[src/rtl/lcd_init_writer_pkg.sv]
// Shared types and constants for the HD44780-class LCD writer.
// Contents: FSM state encoding, hold-interval select, LCD command bytes,
// and the rule mapping a user write to the hold interval it needs.
package lcd_pkg;

    localparam int unsigned STEP_W = 3;
    localparam logic [STEP_W-1:0] LAST_STEP = STEP_W'(7);

    typedef enum logic [2:0] {
        PWR_WAIT,
        LOAD,
        PULSE,
        WAIT,
        IDLE
    } state_t;

    typedef enum logic [1:0] {
        H42,
        H100,
        H1640,
        H4100
    } hold_t;

    localparam logic [7:0] CLEAR    = 8'h01;
    localparam logic [7:0] HOME     = 8'h02;
    localparam logic [7:0] WAKE     = 8'h30;
    localparam logic [7:0] DISP_OFF = 8'h08;

    // Clear and home-family commands need the long execution time.
    function automatic hold_t user_hold(input logic rs, input logic [7:0] data);
        if (!rs && (data == CLEAR || data == HOME || data == 8'h03)) begin
            return H1640;
        end
        return H42;
    endfunction

endpackage

[src/rtl/lcd_init_writer_rom.sv]
// Power-on init table: step index -> {byte to write, hold interval}.
// Ports: step (in, 3), rom_byte (out, 8), rom_hold (out, hold_t).
module lcd_init_rom
    import lcd_pkg::*;
#(
    parameter logic [7:0] INIT_FUNC  = 8'h38,
    parameter logic [7:0] INIT_ENTRY = 8'h06,
    parameter logic [7:0] INIT_DISP  = 8'h0C
) (
    input  logic [STEP_W-1:0] step,
    output logic [7:0]        rom_byte,
    output hold_t             rom_hold
);

    always_comb begin
        rom_byte = WAKE;
        rom_hold = H42;
        case (step)
            3'd0: begin rom_byte = WAKE;       rom_hold = H4100; end
            3'd1: begin rom_byte = WAKE;       rom_hold = H100;  end
            3'd2: begin rom_byte = WAKE;       rom_hold = H100;  end
            3'd3: begin rom_byte = INIT_FUNC;  rom_hold = H42;   end
            3'd4: begin rom_byte = DISP_OFF;   rom_hold = H42;   end
            3'd5: begin rom_byte = CLEAR;      rom_hold = H1640; end
            3'd6: begin rom_byte = INIT_ENTRY; rom_hold = H42;   end
            3'd7: begin rom_byte = INIT_DISP;  rom_hold = H42;   end
            default: begin rom_byte = WAKE;    rom_hold = H42;   end
        endcase
    end

endmodule

[src/rtl/lcd_init_writer.sv]
// HD44780-class 8-bit write-only LCD driver: runs the power-on init sequence,
// then forwards single-byte command/data writes with datasheet timing.
// Ports: clk, rst (sync active-high); flag_* elapsed-time flags in and
// flag_rst restart pulse out (external interval timer); wr_valid/wr_rs/
// wr_data/wr_ready write handshake; init_done; lcd_rs/lcd_rw/lcd_en/lcd_data pins.
module lcd_init_writer
    import lcd_pkg::*;
#(
    parameter int unsigned SETUP_CYC  = 3,
    parameter logic [7:0]  INIT_FUNC  = 8'h38,
    parameter logic [7:0]  INIT_ENTRY = 8'h06,
    parameter logic [7:0]  INIT_DISP  = 8'h0C
) (
    input  logic       clk,
    input  logic       rst,
    input  logic       flag_250ns,
    input  logic       flag_42us,
    input  logic       flag_100us,
    input  logic       flag_1640us,
    input  logic       flag_4100us,
    input  logic       flag_15000us,
    output logic       flag_rst,
    input  logic       wr_valid,
    input  logic       wr_rs,
    input  logic [7:0] wr_data,
    output logic       wr_ready,
    output logic       init_done,
    output logic       lcd_rs,
    output logic       lcd_rw,
    output logic       lcd_en,
    output logic [7:0] lcd_data
);

    localparam int unsigned CNT_W = (SETUP_CYC > 2) ? $clog2(SETUP_CYC) : 1;

    state_t              state_q, state_d;
    logic [STEP_W-1:0]   step_q, step_d;
    logic [CNT_W-1:0]    cnt_q, cnt_d;
    hold_t               hold_q, hold_d;
    logic                flag_rst_d, wr_ready_d, init_done_d;
    logic                lcd_rs_d, lcd_en_d;
    logic [7:0]          lcd_data_d;

    logic [STEP_W-1:0]   rom_step;
    logic [7:0]          rom_byte;
    hold_t               rom_hold;
    logic                hold_hit;

    // Look ahead one step while waiting so the next byte is ready on LOAD entry.
    assign rom_step = (state_q == WAIT) ? step_q + STEP_W'(1) : STEP_W'(0);
    assign lcd_rw   = 1'b0;

    lcd_init_rom #(
        .INIT_FUNC  (INIT_FUNC),
        .INIT_ENTRY (INIT_ENTRY),
        .INIT_DISP  (INIT_DISP)
    ) u_rom (
        .step     (rom_step),
        .rom_byte (rom_byte),
        .rom_hold (rom_hold)
    );

    // Hold-interval flag for the byte in flight.
    always_comb begin
        hold_hit = 1'b0;
        case (hold_q)
            H42:     hold_hit = flag_42us;
            H100:    hold_hit = flag_100us;
            H1640:   hold_hit = flag_1640us;
            H4100:   hold_hit = flag_4100us;
            default: hold_hit = 1'b0;
        endcase
    end

    // State and output registers.
    always_ff @(posedge clk) begin
        if (rst) begin
            state_q   <= PWR_WAIT;
            step_q    <= '0;
            cnt_q     <= '0;
            hold_q    <= H4100;
            flag_rst  <= 1'b1;
            wr_ready  <= 1'b0;
            init_done <= 1'b0;
            lcd_rs    <= 1'b0;
            lcd_en    <= 1'b0;
            lcd_data  <= 8'h00;
        end else begin
            state_q   <= state_d;
            step_q    <= step_d;
            cnt_q     <= cnt_d;
            hold_q    <= hold_d;
            flag_rst  <= flag_rst_d;
            wr_ready  <= wr_ready_d;
            init_done <= init_done_d;
            lcd_rs    <= lcd_rs_d;
            lcd_en    <= lcd_en_d;
            lcd_data  <= lcd_data_d;
        end
    end

    // Next state and next registered outputs. Flags are only trusted while
    // flag_rst is low, i.e. after the timer has actually been restarted.
    always_comb begin
        state_d     = state_q;
        step_d      = step_q;
        cnt_d       = cnt_q;
        hold_d      = hold_q;
        flag_rst_d  = 1'b0;
        wr_ready_d  = 1'b0;
        init_done_d = init_done;
        lcd_rs_d    = lcd_rs;
        lcd_en_d    = 1'b0;
        lcd_data_d  = lcd_data;

        case (state_q)
            PWR_WAIT: begin
                if (!flag_rst && flag_15000us) begin
                    state_d    = LOAD;
                    step_d     = '0;
                    cnt_d      = '0;
                    hold_d     = rom_hold;
                    lcd_rs_d   = 1'b0;
                    lcd_data_d = rom_byte;
                end
            end

            LOAD: begin
                if (cnt_q == CNT_W'(SETUP_CYC - 1)) begin
                    state_d  = PULSE;
                    lcd_en_d = 1'b1;
                end else begin
                    cnt_d      = cnt_q + CNT_W'(1);
                    flag_rst_d = (cnt_q == CNT_W'(SETUP_CYC - 2));
                end
            end

            PULSE: begin
                lcd_en_d = 1'b1;
                if (flag_rst) begin
                    state_d  = WAIT;
                    lcd_en_d = 1'b0;
                end else if (flag_250ns) begin
                    flag_rst_d = 1'b1;
                end
            end

            WAIT: begin
                if (hold_hit) begin
                    if (!init_done && step_q != LAST_STEP) begin
                        state_d    = LOAD;
                        step_d     = step_q + STEP_W'(1);
                        cnt_d      = '0;
                        hold_d     = rom_hold;
                        lcd_rs_d   = 1'b0;
                        lcd_data_d = rom_byte;
                    end else begin
                        state_d     = IDLE;
                        wr_ready_d  = 1'b1;
                        init_done_d = 1'b1;
                    end
                end
            end

            IDLE: begin
                wr_ready_d = 1'b1;
                if (wr_valid && wr_ready) begin
                    state_d    = LOAD;
                    cnt_d      = '0;
                    hold_d     = user_hold(wr_rs, wr_data);
                    lcd_rs_d   = wr_rs;
                    lcd_data_d = wr_data;
                    wr_ready_d = 1'b0;
                end
            end

            default: begin
                state_d = PWR_WAIT;
            end
        endcase
    end

endmodule

[config.mk]
export PLATFORM = sky130hd
export DESIGN_NAME = lcd_init_writer
export DESIGN_NICKNAME = d
export VERILOG_FILES = /design/src/rtl/lcd_init_writer_pkg.sv /design/src/rtl/lcd_init_writer_rom.sv /design/src/rtl/lcd_init_writer.sv
export SDC_FILE = /design/constraint.sdc
export NUM_CORES = 1
export LEC_CHECK = 0
export ABC_AREA = 1
export CAP_MARGIN = 20
export CORE_MARGIN = 2
export CORE_UTILIZATION = 65
export CTS_CLUSTER_DIAMETER = 30
export CTS_CLUSTER_SIZE = 28
export DETAILED_ROUTE_END_ITERATION = 10
export DONT_BUFFER_PORTS = 1
export HOLD_SLACK_MARGIN = 0.06
export PLACE_DENSITY = 0.85
export SLEW_MARGIN = 0
export SYNTH_ARGS = -nofsm -noshare
export SYNTH_HDL_FRONTEND = slang
export SYNTH_SLANG_ARGS = --single-unit
[constraint.sdc]
create_clock -name clk -period 3.2 [get_ports clk]
set_input_delay 0.64 -clock clk [delete_from_list [all_inputs] [get_ports clk]]
set_output_delay 0.64 -clock clk [all_outputs]
set_load 0.02 [all_outputs]
==> results of run 1 <==
==> path summary, 6_finish.rpt <==
| check | startpoint | to | slack [ps] | cells after the start |
|---|---|---|---|---|
| max reg2reg | state_q[0] | lcd_data[3] | 1410 | 9 |
| max | state_q[0] | lcd_data[3] | 1410 | 9 |
| min | rst | init_done | 380 | 1 |
| min reg2reg | step_q[2] | step_q[2] | 480 | 2 |
==> layout by cell type, fill, tap and decap left out <==
cell and instances:
or2_2 2, nand4_1 5, nor2_4 1, conb_1 1, dfxtp_1 23, clkbuf_4 3, nand2_1 51, nand3_1 20
nand2_4 1, clkbuf_1 1, nand3_2 1, nor2_2 2, inv_2 3, ha_1 8, nor2_1 33, o21ai_0 4
nor3_1 1, inv_1 28, o21ai_1 4, a21oi_1 10, nand2_2 5, o22ai_1 1
==> report_power, final <==
group          internal, W  switching [W]  total (W)
sequential        0.000381       0.000157   0.000538
combinational     0.000166       0.000298   0.000465
clock            0.0000488      0.0000850   0.000134
total             0.000596       0.000540    0.00114
==> registers in the layout (all words and copies together), names as in the netlist <==
register and count:
lcd_en 1, wr_ready 1, cnt_q 2, state_q 3, flag_rst 1, lcd_rs 1
init_done 1, hold_q 2, lcd_data 8, step_q 3
==> logic make-up after synthesis <==
group,Yosys count,synth area share [%]
AND/OR/NAND/NOR,122,39.7
buffers and inverters,37,11.7
flip-flops,23,33.9
AO/OA/AOI/OAI,19,7.08
adder cells (fa/ha/maj),8,7.36
other,1,0.276
==> layout make-up <==
cell class | count | area [um^2]
well taps | 27 | 33.8
flip-flops and latches | 23 | 460
clock buffers | 4 | 26.3
multi-input cells | 150 | 741
fillers | 190 | 584
inverters | 31 | 116
==> routing by layer <==
layer	share of wire (%)	up-vias	wire length, um	GRT usage, %
met1	44	573	1150	30.1
met5	0	-	0	0
met4	1.6	0	41	9.26
met3	5.5	5	146	4.55
met2	49	39	1290	38.7
li1	-	649	-	-
==> per-stage QoR <==
stage	total power [W]	cell area [um^2]	std cells	hold WS, ps	worst slack [ps]
after floorplan	0.000944	1360	210	445	1620
after global placement	0.000983	1350	231	452	1510
after detailed placement	0.00101	1350	231	465	1430
after CTS	0.00114	1380	235	370	1400
after global routing	0.00125	1380	235	357	1250
final	0.00114	1380	235	379	1410
==> key figures, run 1 <==
Outcome
  • Status: complete, no violations

Routing
  • DRC viols: 0
  • DRT Pass-1 Iters: 4
  • Via count: 1266
  • Detailed Route WL: 2630 um
  • Initial detailed-routing violation count: 23
  • Final ANT Viol Nets: 0
  • Vias/cell: 5.39
  • Wire per inst: 11.2 um

STA
  • RSZ-0062 raised after global routing: no
  • Final hold vios: 0
  • Fin Clk Skew: 7.55 ps
  • Final setup violation count: 0
  • Fin crit share: 55.9%
  • Final critical-path required period: 1790 ps
  • F_max: 559 MHz
  • Final Max Slew Viols: 0
  • Setup TNS: 0 ps

Global routing
  • First-pass GRT wire length: 4530 um
  • Vias in the first global route: 1095
  • Largest net degree at the start of global routing: 16
  • GRT Util Overall: 23.5%
  • Initial antenna violation count: 0
  • GRT Residual Overflow: 0

Placed design
  • DPL Wire Length: 2110 um
  • Routability cong.: 0.874
  • Port buffer count: 0

Worst setup path
  • Crit path max fanout: 8
  • CP Data Required Time: 3430 ps
  • Slowest CP cell: dfxtp_1
  • Critical path endpoint category: register
  • Startpoint Class: register
  • Crit Path Category: register to register
  • Top delay family on crit path: simple AND/OR/NAND/NOR gates
  • CP bufs+invs: 1
  • Crit-path max cell delay: 520 ps
  • CP cell instances: nand3_2 > nor2_1 > inv_1 > ha_1 > nand2_1 > nand3_1 > nand3_1 > nand2_1 > nor2_1
  • Worst path arrival time: 2020 ps

Power and ir drop
  • Worst vdd ir: 0.000522 V
  • Leakage dissipation: 0.675 nW
  • PwrDens: 825 nW/um^2

Floorplanning
  • IO Count: 32
  • Die area: 2470 um^2
  • Die X: 49.7 um
  • Starting Density: 69.3%
  • Die Y: 49.7 um
  • Core Area: 1960 um^2
  • Rows: 16

Final layout
  • Antenna diodes: 0
  • Nets: 235
  • Share of cells above drive strength 1: 8.65%
  • Fin util: 70.2%
  • Area Overhead vs Synth: 1.29%

Clocking
  • # clock sinks: 23
  • CTS tree: done
  • Setup bufs post-CTS: 0
  • Max clock buf depth: 2
  • CTS root buf: clkbuf_4
  • CTS Hold Buffers Added: 0
  • Post_cts resized: 0
  • Clk_lat worst skew: 310 ps
  • H-tree levels: 1
  • Num CTS Buffers: 3
  • Reg clk slew, reported paths: 120 ps

Yosys
  • Ys flop type: dfxtp_1
  • Avg Inst Size Synth: 6.48 um^2
  • Synth top cells by count: nand2_1, nor2_1, inv_1, dfxtp_1, nand3_1
  • Netlist Area Pre-Place: 1360 um^2
  • Syn Nets: 236
  • Asr flop ratio synth: 0%
  • Largest area contributor in the netlist: dfxtp_1
  • Synth top area share: 33.9%
  • Syn. warnings: 0
  • Distinct cells, synth: 24
  • Synth Register Bits: 23
  • Top cells by area, synth: dfxtp_1, nand2_1, nor2_1
  • EDFF count, synth: 0
  • Register area share after synthesis: 33.9%
  • Most common cell in the netlist: nand2_1
  • Post-Synthesis Cells: 210

Hold path
  • Hold crit path type: primary input to register

Job
  • Number of max-cap violations: 0
No activity file was read; power rests on OpenSTA's default activity.
==> inputs of run 2 (changes only) <==
Settings changed: CORE_UTILIZATION 65 to 61, PLACE_DENSITY 0.85 to 0.81.
Clock period 3.2 ns to 1.67 ns, I/O delays scaled along.
==> run 2 against run 1 <==
Against the previous run:
- global-route usage grew 1.0 points
- flip-flop and latch count is the same
- via count grew 5.4%
- routed wire length grew 15%
- total power grew 100%
- clock power grew 100%
- worst hold slack lost 270 ps
- critical endpoint unchanged
- count of clock-buffer cells in the layout shrank 1
- sequential power grew 90%
- core utilization shrank 0.090 points
- non-clock buffer count grew 13
- register-to-register slack lost 1300 ps
- critical path type unchanged
==> key figures, run 2 (synthesized netlist as in run 1, its figures left out) <==
Outcome
  • Status: complete, no violations

STA
  • Fin crit share: 96.3%
  • Fin Clk Skew: 4.41 ps
  • Final critical-path required period: 1610 ps
  • RSZ-0062 raised after global routing: yes
  • Final setup violation count: 0
  • Final hold vios: 0
  • F_max: 622 MHz
  • Final Max Slew Viols: 0

Final layout
  • Final Non-Filler Cells: 249
  • Register area: 465 um^2
  • Commonest non-fill, non-tap cell in the layout: nand2_1
  • Nets: 248
  • Most frequent cells in the layout: nand2_1, nor2_1, inv_1
  • Largest register FFs: 8
  • Fillers: 196
  • Top reg by flops: lcd_data
  • Share of cells above drive strength 1: 17.2%
  • Multi-input gate area: 772 um^2
  • Antenna diodes: 0
  • Area Overhead vs Synth: 11.9%
  • Largest regs: lcd_data (8), state_q (3), step_q (3)

Clocking
  • CTS root buf: clkbuf_4
  • CTS tree: done
  • Num CTS Buffers: 3
  • Max clock buf depth: 2
  • Reg clk slew, reported paths: 140 ps
  • # clock sinks: 23
  • H-tree levels: 1
  • Clk_lat worst skew: 320 ps

Routing
  • Vias/cell: 5.36
  • Wire per inst: 12.2 um
  • Met3 WL: 172 um
  • M1 WL: 1330 um
  • Top sig layer: met4
  • Initial detailed-routing violation count: 41
  • Via count: 1334
  • DRC viols: 0
  • WL met2: 1420 um
  • Final ANT Viol Nets: 0
  • DRT Pass-1 Iters: 4
  • Detailed Route WL: 3030 um

Global routing
  • Largest net degree at the start of global routing: 16
  • First-pass GRT wire length: 4840 um
  • GRT Residual Overflow: 0
  • Vias in the first global route: 1224
  • Initial antenna violation count: 0
  • GRT Util Overall: 24.5%

Power and ir drop
  • Power, Total: 0.00231 W
  • PwrDens: 1520 nW/um^2
  • Leakage dissipation: 0.741 nW
  • Worst vdd ir: 0.00101 V

Floorplanning
  • Core Area: 2170 um^2
  • Starting Density: 62.7%
  • IO Count: 32
  • Die area: 2620 um^2
  • Rows: 17
  • Die Y: 51.2 um
  • Die X: 51.2 um

Hold path
  • Hold crit path type: primary input to register

Worst setup path
  • R2R setup slack: 60 ps
  • Startpoint Class: register
  • CP Data Required Time: 1900 ps
  • RR Endpoint: lcd_data[3]
  • CP startpoint: step_q[0]
  • Critical path endpoint category: register
  • Crit Path Category: register to register
  • Worst r2r src: step_q[0]
  • Crit path max fanout: 3
  • Reg2Reg Depth: 11
  • Worst path arrival time: 1840 ps
  • Setup crit end: lcd_data[3]

Placed design
  • DPL Wire Length: 2240 um
  • Inst Count DP: 241
  • Port buffer count: 0
  • Routability cong.: 0.876

Job
  • Number of max-cap violations: 0
-- run 2: changes by cell type in the layout (fill, tap and decap cells not counted), sizes merged --
| cell | before | now |
|---|---|---|
| clkinv | 0 | 1 |
| dlygate4sd3 | 0 | 2 |
| clkbuf | 4 | 3 |
| buf | 0 | 11 |
-- run 2: worst min path at each step --
| stage | start | endpoint | slack [ps] | depth (start not counted) |
|---|---|---|---|---|
| 2_1_floorplan | step_q[1] | step_q[1] | 440 | 2 |
| 3_3_place_gp | rst | init_done | 400 | 1 |
| 3_5_place_dp | rst | init_done | 410 | 1 |
| 4_1_cts | rst | wr_ready | 60 | 1 |
| 5_1_grt | flag_250ns | flag_rst | 120 | 2 |
| 6_report | flag_250ns | flag_rst | 110 | 2 |
-- run 2: through the flow --
step / setup TNS [ps] / hold WS [ps] / setup slack, ps / utilization (%) / instance area, um^2
global placement: 0 / 404 / 87.3 / 65.5 / 1420
detailed placement: 0 / 406 / 47.1 / 65.5 / 1420
global route: -58.4 / 124 / -58.4 / 70.1 / 1520
CTS: 0 / 60.2 / 19.0 / 67.2 / 1460
finish: 0 / 113 / 61.8 / 70.1 / 1520
floorplan: 0 / 445 / 94.8 / - / 1360
-- run 2: cell type report --
cell class / instances / area share [%]
clock buffers: 3 / 1.48
clock inverters: 1 / 0.329
inverters: 31 / 7.81
multi-input cells: 150 / 50.7
flip-flops and latches: 23 / 30.6
well taps: 28 / 2.30
repair buffers: 13 / 6.74
-- run 2: worst max-delay path, cell delays in order, from the launching register on --
cell and delay, ps:
dfxtp_2 410, ha_4 220, inv_2 90, nor2_4 50, buf_4 140, ha_1 180
inv_1 80, nand3_1 90, nand3_1 90, nand3_1 70, nand2_1 60, nor2_1 50
-- run 2: routing by layer --
metal	up-vias	GRT usage (%)
met1	599	31.2
met5	-	0
met3	14	3.51
met4	0	11.8
li1	675	-
met2	46	40.7
-- run 2: power breakdown --
| group | switching (W) | internal, W |
|---|---|---|
| Sequential | 0.000286 | 0.000735 |
| Combinational | 0.000633 | 0.000385 |
| Clock | 0.000183 | 0.0000898 |
| Total | 0.00110 | 0.00121 |
-- run 2: timing repair --
item	CTS	global route
resized for setup	0	11
hold buffers	1	1
setup endpoints to repair	0	10
buffers inserted	0	2
hold endpoints to repair	2	5
==> inputs of run 3 (changes only) <==
Settings changed: CORE_UTILIZATION 61 to 62, PLACE_DENSITY 0.81 to 0.82, SYNTH_HIERARCHICAL from default to 1.
==> run 3 against run 2 <==
Against the previous run:
- the flow now finishes with violations (negative setup slack)
- non-clock buffer count up 6
- flip-flop and latch count unchanged
- total power shrank 24%
- cell area rose by 15%
- cell count is 9.2% higher
- synthesized cell count is 11% higher
- die area up 8.6%
- via count rose by 11%
- critical path depth is 3 higher
- register-to-register slack got worse by 100 ps
- largest cell class unchanged
==> key figures, run 3 <==
Global routing
  • Met1 usage: 32.2%
  • Largest net degree at the start of global routing: 24
  • Vias in the first global route: 1293
  • Most utilized layer in the global route result: met2
  • GRT Util Overall: 25.7%
  • GRT Residual Overflow: 0
  • M3 GR Usage: 5.65%
  • Met2 usage: 43.6%
  • Initial antenna violation count: 0
  • First-pass GRT wire length: 5440 um

Final layout
  • Antenna diodes: 0
  • Fillers: 177
  • Final Non-Filler Cells: 272
  • Largest regs: lcd_data (8), state_q (3), step_q (3)
  • Most frequent cells in the layout: nand2_1, nor2_1, dfxtp_1
  • Nets: 271
  • Share of cells above drive strength 1: 23.4%
  • Top reg by flops: lcd_data
  • Area Overhead vs Synth: 15.5%
  • Largest register FFs: 8
  • Commonest non-fill, non-tap cell in the layout: nand2_1
  • Fin util: 77.4%

Yosys
  • Netlist Area Pre-Place: 1510 um^2
  • Post-Synthesis Cells: 233
  • Synth top cells by count: nand2_1, inv_1, nor2_1, dfxtp_1
  • Synth top area share: 30.5%
  • Asr flop ratio synth: 0%
  • Top cells by area, synth: dfxtp_1, nand2_1, ha_1
  • Distinct cells, synth: 23
  • Syn. warnings: 6
  • Avg Inst Size Synth: 6.49 um^2
  • Register area share after synthesis: 30.5%
  • Largest area contributor in the netlist: dfxtp_1
  • Ys flop type: dfxtp_1
  • EDFF count, synth: 0
  • Synth Register Bits: 23
  • Most common cell in the netlist: nand2_1

Worst setup path
  • R2R setup slack: -40 ps
  • Slowest CP cell: dfxtp_2
  • Critical path endpoint category: register
  • Top delay family on crit path: simple AND/OR/NAND/NOR gates
  • RR Endpoint: lcd_data[3]
  • Reg2Reg Depth: 14
  • Setup crit end: lcd_data[3]
  • CP bufs+invs: 3
  • Critical path's most frequent cell: nand2_1
  • WP depth: 14
  • Worst path arrival time: 1950 ps
  • Crit-path max cell delay: 360 ps
  • Startpoint Class: register
  • CP startpoint: state_q[0]
  • CP Data Required Time: 1910 ps
  • CP cell instances: inv_2 > nor2_4 > nand2_4 > nor2_4 > inv_2 > ha_4 > inv_2 > nand2_2 > nand2_1 > nand2_1 > nand2_1 > nand3b_1 > nand2_1 > nor2_1
  • Worst r2r src: state_q[0]
  • Crit path max fanout: 3
  • Crit Path Category: register to register

Routing
  • DRT Pass-1 Iters: 5
  • Vias/cell: 5.43
  • Final ANT Viol Nets: 0
  • Via count: 1477
  • Detailed Route WL: 3570 um
  • Wire per inst: 13.1 um
  • DRC viols: 0
  • Initial detailed-routing violation count: 48

Clocking
  • Clk_lat worst skew: 320 ps
  • CTS root buf: clkbuf_4
  • # clock sinks: 23
  • CTS tree: done
  • H-tree levels: 1
  • Max clock buf depth: 2
  • Reg clk slew, reported paths: 140 ps
  • Num CTS Buffers: 3

Outcome
  • Violated checks: negative setup slack
  • Status: complete, but fails checks

Floorplanning
  • IO Count: 32
  • Rows: 17
  • Starting Density: 67.0%
  • Die X: 53.4 um
  • Die area: 2850 um^2
  • Core Area: 2250 um^2
  • Die Y: 53.4 um

STA
  • F_max: 586 MHz
  • Final Max Slew Viols: 0
  • Fin Clk Skew: 9.64 ps
  • Final setup violation count: 1
  • RSZ-0062 raised after global routing: yes
  • Final hold vios: 0
  • Worst setup margin: -37.8 ps
  • Fin crit share: 102%
  • Final critical-path required period: 1710 ps

Placed design
  • Inst Count DP: 265
  • Port buffer count: 0
  • Place WS: -65.4 ps
  • DPL Wire Length: 2520 um
  • Routability cong.: 0.840

Power and ir drop
  • PwrDens: 1000 nW/um^2
  • Leakage dissipation: 0.894 nW
  • Worst vdd ir: 0.000716 V
  • Power, Total: 0.00175 W

Job
  • Number of max-cap violations: 0

Hold path
  • Hold crit path type: primary input to register
-- run 3: cell types whose count changed after synthesis, sizes merged, moves of 6 or more --
cell,delta
nor2,-8
nand2,+18
nand3b,+8
buf,+6
a21oi,+7
-- run 3: area by class of cell --
type                    instances  area, um^2  area share, %
clock buffers                   3        22.5           1.29
clock inverters                 1        7.51          0.430
inverters                      27         101           5.81
multi-input cells             171         950           54.4
flip-flops and latches         23         464           26.6
well taps                      28        35.0           2.01
repair buffers                 19         165           9.46
-- run 3: logic make-up (layout without fill, tap and decap cells) --
kind of cell	Yosys count	count (layout)	synth area share, %
fa+ha+maj	8	8	6.62
flops	23	23	30.5
buf+inv	40	50	12.9
other cells	2	3	0.497
simple gates	137	137	41.7
compound gates	23	23	7.78
-- run 3: worst min-delay path by stage --
stage,slack (ps),cells past startpoint,endpoint,from
after floorplan,440,2,step_q[1],step_q[1]
after global placement,410,1,init_done,rst
after detailed placement,410,1,step_q[1],rst
after CTS,60,1,lcd_en,rst
after global routing,40,1,step_q[1],rst
final,60,1,step_q[1],rst
-- run 3: layer usage --
layer	up-vias	part of all wire, %
li1	749	-
met5	-	0
met3	8	7.1
met1	662	43
met2	58	48
met4	0	1.5
-- run 3: repair_timing --
action / 4_1_cts / 5_1_grt
hold buffers: 0 / 1
hold endpoints to repair: 0 / 8
setup buffers: 0 / 2
gates resized for setup: 4 / 23
pin swaps: 1 / 13
endpoints found under the setup margin: 9 / 10
-- run 3: metrics by stage --
step	cell area [um^2]	TNS [ps]	hold slack [ps]
detailed placement	1600	-316	406
finish	1750	-37.8	57.5
global route	1750	-278	42.0
floorplan	1520	-21.2	445
global placement	1600	0	405
CTS	1640	-49.0	62.2
-- run 3: report_power, final --
part	switching (W)	total, W	internal [W]
combinational	0.000400	0.000674	0.000274
sequential	0.000149	0.000802	0.000653
clock	0.000181	0.000273	0.0000917
total	0.000730	0.00175	0.00102
